**config.mk**
```make
export PLATFORM = sky130hd
export DESIGN_NAME = regfile_scanner_flat
export DESIGN_NICKNAME = d
export VERILOG_FILES = /design/src/rtl/regfile_scanner_if.sv /design/src/rtl/regfile_scanner.sv /design/src/flat_wrapper.sv
export SDC_FILE = /design/constraint.sdc
export NUM_CORES = 1
export LEC_CHECK = 0
export ABC_AREA = 0
export CORE_UTILIZATION = 45
export DETAILED_ROUTE_END_ITERATION = 8
export PLACE_DENSITY = 0.88
export SYNTH_ARGS = -nofsm -noshare
export SYNTH_HDL_FRONTEND = slang
export SYNTH_SLANG_ARGS = --single-unit
```
**constraint.sdc**
```tcl
create_clock -name clk -period 2.6 [get_ports clk]
set_input_delay 0.52 -clock clk [delete_from_list [all_inputs] [get_ports clk]]
set_output_delay 0.52 -clock clk [all_outputs]
set_load 0.1 [all_outputs]
```
**src/rtl/regfile_scanner_if.sv**
```systemverilog
// Word stream from the register-file scanner to a trace sink.
// A word moves on a rising clk when OutValid && OutReady. While OutValid is high and OutReady is low, OutData and OutRegNum hold steady.
interface regfile_scanner_if #(
    parameter int ADDR_W = 5,
    parameter int DATA_W = 32
);
    logic              OutValid;
    logic              OutReady;
    logic [DATA_W-1:0] OutData;
    logic [ADDR_W-1:0] OutRegNum;

    modport master (output OutValid, output OutData, output OutRegNum, input OutReady);
    modport slave  (input OutValid, input OutData, input OutRegNum, output OutReady);
endinterface

```
**src/rtl/regfile_scanner.sv**
```systemverilog
// Walks a register-file read port over FirstReg..LastReg and streams each word.
// Each word carries its register number. The module keeps a mod-2^32 checksum of the accepted words.
module regfile_scanner #(
    parameter int ADDR_W = 5,
    parameter int DATA_W = 32
) (
    input  logic              clk,
    input  logic              Reset,
    input  logic              Start,
    input  logic              Abort,
    input  logic [ADDR_W-1:0] FirstReg,
    input  logic [ADDR_W-1:0] LastReg,
    output logic [ADDR_W-1:0] RegNum,
    input  logic [DATA_W-1:0] RegData,
    regfile_scanner_if.master stream,
    output logic              Busy,
    output logic              Done,
    output logic              RangeErr,
    output logic [DATA_W-1:0] Checksum,
    output logic [1:0]        dbg_state
);
    typedef enum logic [1:0] {
        S_IDLE = 2'd0,
        S_READ = 2'd1,
        S_SEND = 2'd2,
        S_DONE = 2'd3
    } state_t;

    state_t            state, state_next;
    logic [ADDR_W-1:0] last_reg;
    logic              start_ok, range_bad, capture, accept, abort_scan, at_last;

    assign dbg_state = state;

    always_ff @(posedge clk) begin
        if (Reset) state <= S_IDLE;
        else       state <= state_next;
    end

    always_comb begin
        state_next = state;
        case (state)
            S_IDLE: if (start_ok) state_next = S_READ;
            S_READ: state_next = Abort ? S_IDLE : S_SEND;
            S_SEND: begin
                if (Abort)       state_next = S_IDLE;
                else if (accept) state_next = at_last ? S_DONE : S_READ;
            end
            S_DONE: state_next = S_IDLE;
            default: state_next = S_IDLE;
        endcase
    end

    // RegNum doubles as the scan pointer; it only advances when the last register has not been reached, so it never wraps.
    always_comb begin
        start_ok   = (state == S_IDLE) && Start && (FirstReg <= LastReg);
        range_bad  = (state == S_IDLE) && Start && (FirstReg > LastReg);
        capture    = (state == S_READ) && !Abort;
        abort_scan = ((state == S_READ) || (state == S_SEND)) && Abort;
        accept     = (state == S_SEND) && stream.OutValid && stream.OutReady && !Abort;
        at_last    = (RegNum == last_reg);
    end

    always_ff @(posedge clk) begin
        if (Reset) begin
            RegNum           <= '0;
            last_reg         <= '0;
            stream.OutValid  <= 1'b0;
            stream.OutData   <= '0;
            stream.OutRegNum <= '0;
            Checksum         <= '0;
            Busy             <= 1'b0;
            Done             <= 1'b0;
            RangeErr         <= 1'b0;
        end else begin
            RangeErr <= range_bad;
            Done     <= (state_next == S_DONE);
            Busy     <= (state_next == S_READ) || (state_next == S_SEND);
            if (start_ok) begin
                RegNum   <= FirstReg;
                last_reg <= LastReg;
                Checksum <= '0;
            end
            if (capture) begin
                stream.OutData   <= RegData;
                stream.OutRegNum <= RegNum;
                stream.OutValid  <= 1'b1;
            end else if (accept || abort_scan) begin
                stream.OutValid <= 1'b0;
            end
            if (accept) begin
                Checksum <= Checksum + stream.OutData;
                if (!at_last) RegNum <= RegNum + ADDR_W'(1);
            end
        end
    end
endmodule

```
**src/flat_wrapper.sv**
```systemverilog
// flat-port wrapper written by rule: the top's interface ports become plain ports
module regfile_scanner_flat 
#(
    parameter int ADDR_W = 5,
    parameter int DATA_W = 32
)
  (clk, Reset, Start, Abort, FirstReg, LastReg, RegNum, RegData, Busy, Done, RangeErr, Checksum, dbg_state, stream_OutValid, stream_OutData, stream_OutRegNum, stream_OutReady);
  regfile_scanner_if #(.ADDR_W(ADDR_W), .DATA_W(DATA_W)) stream_i ();
  input  logic clk;
  input  logic Reset;
  input  logic Start;
  input  logic Abort;
  input  logic [ADDR_W-1:0] FirstReg;
  input  logic [ADDR_W-1:0] LastReg;
  output logic [ADDR_W-1:0] RegNum;
  input  logic [DATA_W-1:0] RegData;
  output logic Busy;
  output logic Done;
  output logic RangeErr;
  output logic [DATA_W-1:0] Checksum;
  output logic [1:0] dbg_state;
  output wire logic [$bits(stream_i.OutValid)-1:0] stream_OutValid;
  output wire logic [$bits(stream_i.OutData)-1:0] stream_OutData;
  output wire logic [$bits(stream_i.OutRegNum)-1:0] stream_OutRegNum;
  input wire logic [$bits(stream_i.OutReady)-1:0] stream_OutReady;
  assign stream_OutValid = stream_i.OutValid;
  assign stream_OutData = stream_i.OutData;
  assign stream_OutRegNum = stream_i.OutRegNum;
  assign stream_i.OutReady = stream_OutReady;
  regfile_scanner #(.ADDR_W(ADDR_W), .DATA_W(DATA_W)) u_core (.clk(clk), .Reset(Reset), .Start(Start), .Abort(Abort), .FirstReg(FirstReg), .LastReg(LastReg), .RegNum(RegNum), .RegData(RegData), .stream(stream_i), .Busy(Busy), .Done(Done), .RangeErr(RangeErr), .Checksum(Checksum), .dbg_state(dbg_state));
endmodule
```
### Word-level counts from Yosys, hierarchy flattened

Index checks and enable logic that the tools add are counted.
Widths: inputs -> output; s select.

* register bits: 85
* logic and storage cells: 49

* $add $sub $neg: 2
* $lt $le $gt $ge: 2
* equal/unequal tests: 7
* multiplexer cells: 13
* reduce and logical (&&, ||, !) cells: 15

Operators with widths (number)
* $mux 32: 2
* $add 32x32->32: 1
* $mux 5: 3
* $mux 2: 5
* $eq 2x2->1 const B: 4
* $logic_and 1x1->1: 8
* $pmux 2 s4: 1
* $add 5x1->5 const B: 1
* $eq 5x5->1: 1
* $gt 5x5->1: 1
* $le 5x5->1: 1
* $eq 2x1->1 const B: 2
* $reduce_bool 2->1: 2
* $logic_or 1x1->1: 3
* $logic_not 2->1: 1
* $mux 1: 2
* $logic_not 1->1: 1

### Logic depth before layout (Yosys ltp)

* word-level depth: 9
* mapped depth: 12

### Least setup slack after synthesis

No wires, ideal clock.

* kind: register to register
* start point: reg u_core.Checksum[0]
* end point: reg u_core.Checksum[26]
* setup time: 0.119 ns
* arrival: 3.124 ns
* setup slack: -0.643 ns
* stages on the path, launching flop included: 12
* buffers on the path: 0
* path through: dfxtp_1 -> ha_1 -> inv_1 -> fa_1 -> nor2b_4 -> o31a_1 -> o31ai_4 -> a2111oi_4 -> o2111ai_2 -> a21oi_2 -> o21ai_1 -> a32o_1

* cells in the longest elaborated chain, start to end: 2

RTL lines
* start: declaration: RTL line regfile_scanner.sv:19 `output logic [DATA_W-1:0] Checksum,`
* start signal: assignment: RTL line regfile_scanner.sv:92 `Checksum <= Checksum + stream.OutData;`
* $add 32x32->32: RTL line regfile_scanner.sv:92
* $mux 32: RTL line regfile_scanner.sv:91 `if (accept) begin`

Every way passes these cells.
A chain may end at the register's enable or synchronous reset.

### Final worst setup path

Ends and elaborated chain as after synthesis.

==> impl_metrics.tcl <==
set metrics [dict create \
    outcome "complete, but fails checks" \
    violations "setup timing" \
    root_buffer "clkbuf_8" \
    start_util 0.464 \
    multi_input_area_um2 3170 \
    dr.pass1.iters 5 \
    synth.distinct_cells 70 \
    reg.largest.list "u_core.Checksum x32, u_core.stream.OutData x32" \
    cellPowerDensity_nw_per_um2 569 \
    syn_to_final_growth_pct 36.9 \
    syn_nets 720 \
    fin_util 0.634 \
    crit_path_end_kind "flop" \
    startpoint "u_core.Checksum[0]" \
    critPathLaunchType "flop" \
    r2r-end "u_core.Checksum[26]" \
    antenna_found_initial 0 \
    ant_nets 0 \
    finalSetupViolCount 3 \
    synth-async-reset-ratio 0 \
    grt_max_degree 42 \
    cts_sinks 85 \
    numCtsBuffers 9 \
    drt_iter0_markers 342 \
    grt.total_usage 0.252 \
    insertion_delay_ns 0.39 \
    tightest_slew_ns 0.718 \
    wl_per_cell_um 15.6 \
    die_x_um 108 \
    drcViolationCount 0 \
    path_clk_slew_ns 0.09 \
    setup_slack_ns -0.126 \
    die-height_um 108 \
    totalWireLength_mm 14.5 \
    htree_levels 3 \
    dp_hpwl_mm 10.6 \
    grt_pass1_wl_mm 23.0 \
    crit_type "flop to flop" \
    seq_area_frac_synth 0.337 \
    vias 5222 \
    cts_tree "built" \
    portBuffers 126 \
    regArea_um2 1820 \
    ir_worst_vdd_mv 0.396 \
    fin_crit_sh 1.05 \
    synth-edff-count 0 \
    syn_inst 630 \
    overflow 0 \
    grt_pass1_vias 4944 \
    holdWs_ns 0.434 \
    rows 38 \
    die_area_um2 11600 \
    diodes 0 \
    timing.fmax_mhz 367 \
    fin_skew_ns 0.0119 \
    final_common_cell "nand2_1" \
    cp_data_required_time_ns 2.87 \
    cts_max_path_buffers 2 \
    cap_violations 0 \
    critPathCapture "u_core.Checksum[26]" \
    mostFrequentLayoutCells "nand2_1, buf_4, a21oi_1" \
    relSlewSlack 0.509 \
    synth_flop_cell "dfxtp_1" \
    ys_ff_latch 85 \
    cp.arrival_ns 3.00 \
    drv_slew 0 \
    io_pins 127 \
    fin_crit_ns 2.73 \
    viasPerCell 5.63 \
    reg2regPathDepth 12 \
    n_fill_cell 885 \
    gp_congestion 0.912 \
    syn_area_um2 5050 \
    avgSynthCellArea_um2 8.01 \
    p_leak_uw 0.00305 \
    cts_hold_buffers 0 \
    finalHoldViolations 0 \
    r2r_slack_ns -0.13 \
    layout-drive-gt1-share 0.303 \
    rsz0062_at_grt "true" \
    hp-class "input port to flop" \
    core_area_um2 10900 \
    layout.nets 873 \
    yosys_warnings 0 \
    whs_path_depth 3 \
    crit_fanout 5 \
    r2r-start "u_core.Checksum[0]" \
]
[area by class of cell]
type                            count  area share
Timing Repair Buffer              176       0.213
Sequential cell                    85       0.264
Multi-Input combinational cell    494       0.460
Inverter                           17     0.00924
Clock inverter                      3     0.00254
Clock buffer                       13      0.0261
Tap cell                          140      0.0254
[power by group]
group / internal, uW / leakage (uW) / total (uW) / switching, uW
registers: 1390 / 0.000719 / 1470 / 86.0
clock network: 455 / 0.000101 / 950 / 495
logic: 459 / 0.00223 / 1510 / 1050
total: 2300 / 0.00305 / 3930 / 1630
[worst min path at each step]
stage / startpoint / to
2_1_floorplan: u_core.last_reg[1] / u_core.last_reg[1]
3_3_place_gp: u_core.stream.OutRegNum[4] / u_core.stream.OutRegNum[4]
3_5_place_dp: u_core.stream.OutRegNum[2] / u_core.stream.OutRegNum[2]
4_1_cts: u_core.stream.OutRegNum[2] / u_core.stream.OutRegNum[2]
5_1_grt: LastReg[1] / u_core.last_reg[1]
6_report: LastReg[1] / u_core.last_reg[1]
[worst max-delay path, stage by stage (launching register included)]
cell and delay, ns:
dfxtp_4 0.36, ha_4 0.16, inv_2 0.05, fa_2 0.22, nor2b_4 0.05, o31a_1 0.32
o31ai_4 0.27, a2111oi_4 0.16, o2111ai_2 0.23, a21oi_2 0.10, buf_4 0.15, or3_1 0.30
a32o_1 0.25
[Yosys cell counts, types with 7 or more instances]
library cell	number	area [um^2]
a21o_1	16	120
a21oi_1	77	385
a31oi_1	14	87.6
clkbuf_1	20	75.1
dfxtp_1	85	1700
ha_1	42	526
inv_1	17	63.8
nand2_1	129	484
nand3_1	26	130
nor2_1	22	82.6
o21a_1	9	67.6
o21ai_0	31	155
or3_1	7	43.8
xnor2_1	12	105
xor2_1	9	78.8
[metrics by stage]
stage / total power (uW) / cell area, um^2 / setup TNS (ns) / std cells / worst slack, ns
after floorplan: 2530 / 5180 / -0.215 / 630 / -0.101
after global placement: 2940 / 6620 / -8.34 / 907 / -0.383
after detailed placement: 2970 / 6620 / -12.85 / 907 / -0.468
after CTS: 3920 / 6850 / -0.245 / 926 / -0.121
after global routing: 4100 / 6910 / -0.744 / 928 / -0.226
final: 3930 / 6910 / -0.182 / 928 / -0.126
[kinds of logic after synthesis]
family / synth area share
and+or+nand+nor: 0.205
AOI/OAI and AO/OA: 0.265
DFF: 0.337
adders and majority gates: 0.108
buffers and inverters: 0.0483
xor gates and xnor gates: 0.0364
[metal layers]
metal	global-route usage	vias to the layer above	part of all wire
met4	0.114	0	0.028
met2	0.430	196	0.47
li1	-	2550	-
met1	0.303	2446	0.43
met5	0	-	0
met3	0.0551	30	0.067
[repair_timing]
item	CTS	global route
pin swaps	4	11
endpoints found under the setup margin	9	23
resized for setup	3	12
setup buffers	3	2
(Power assumes the default switching activity.)
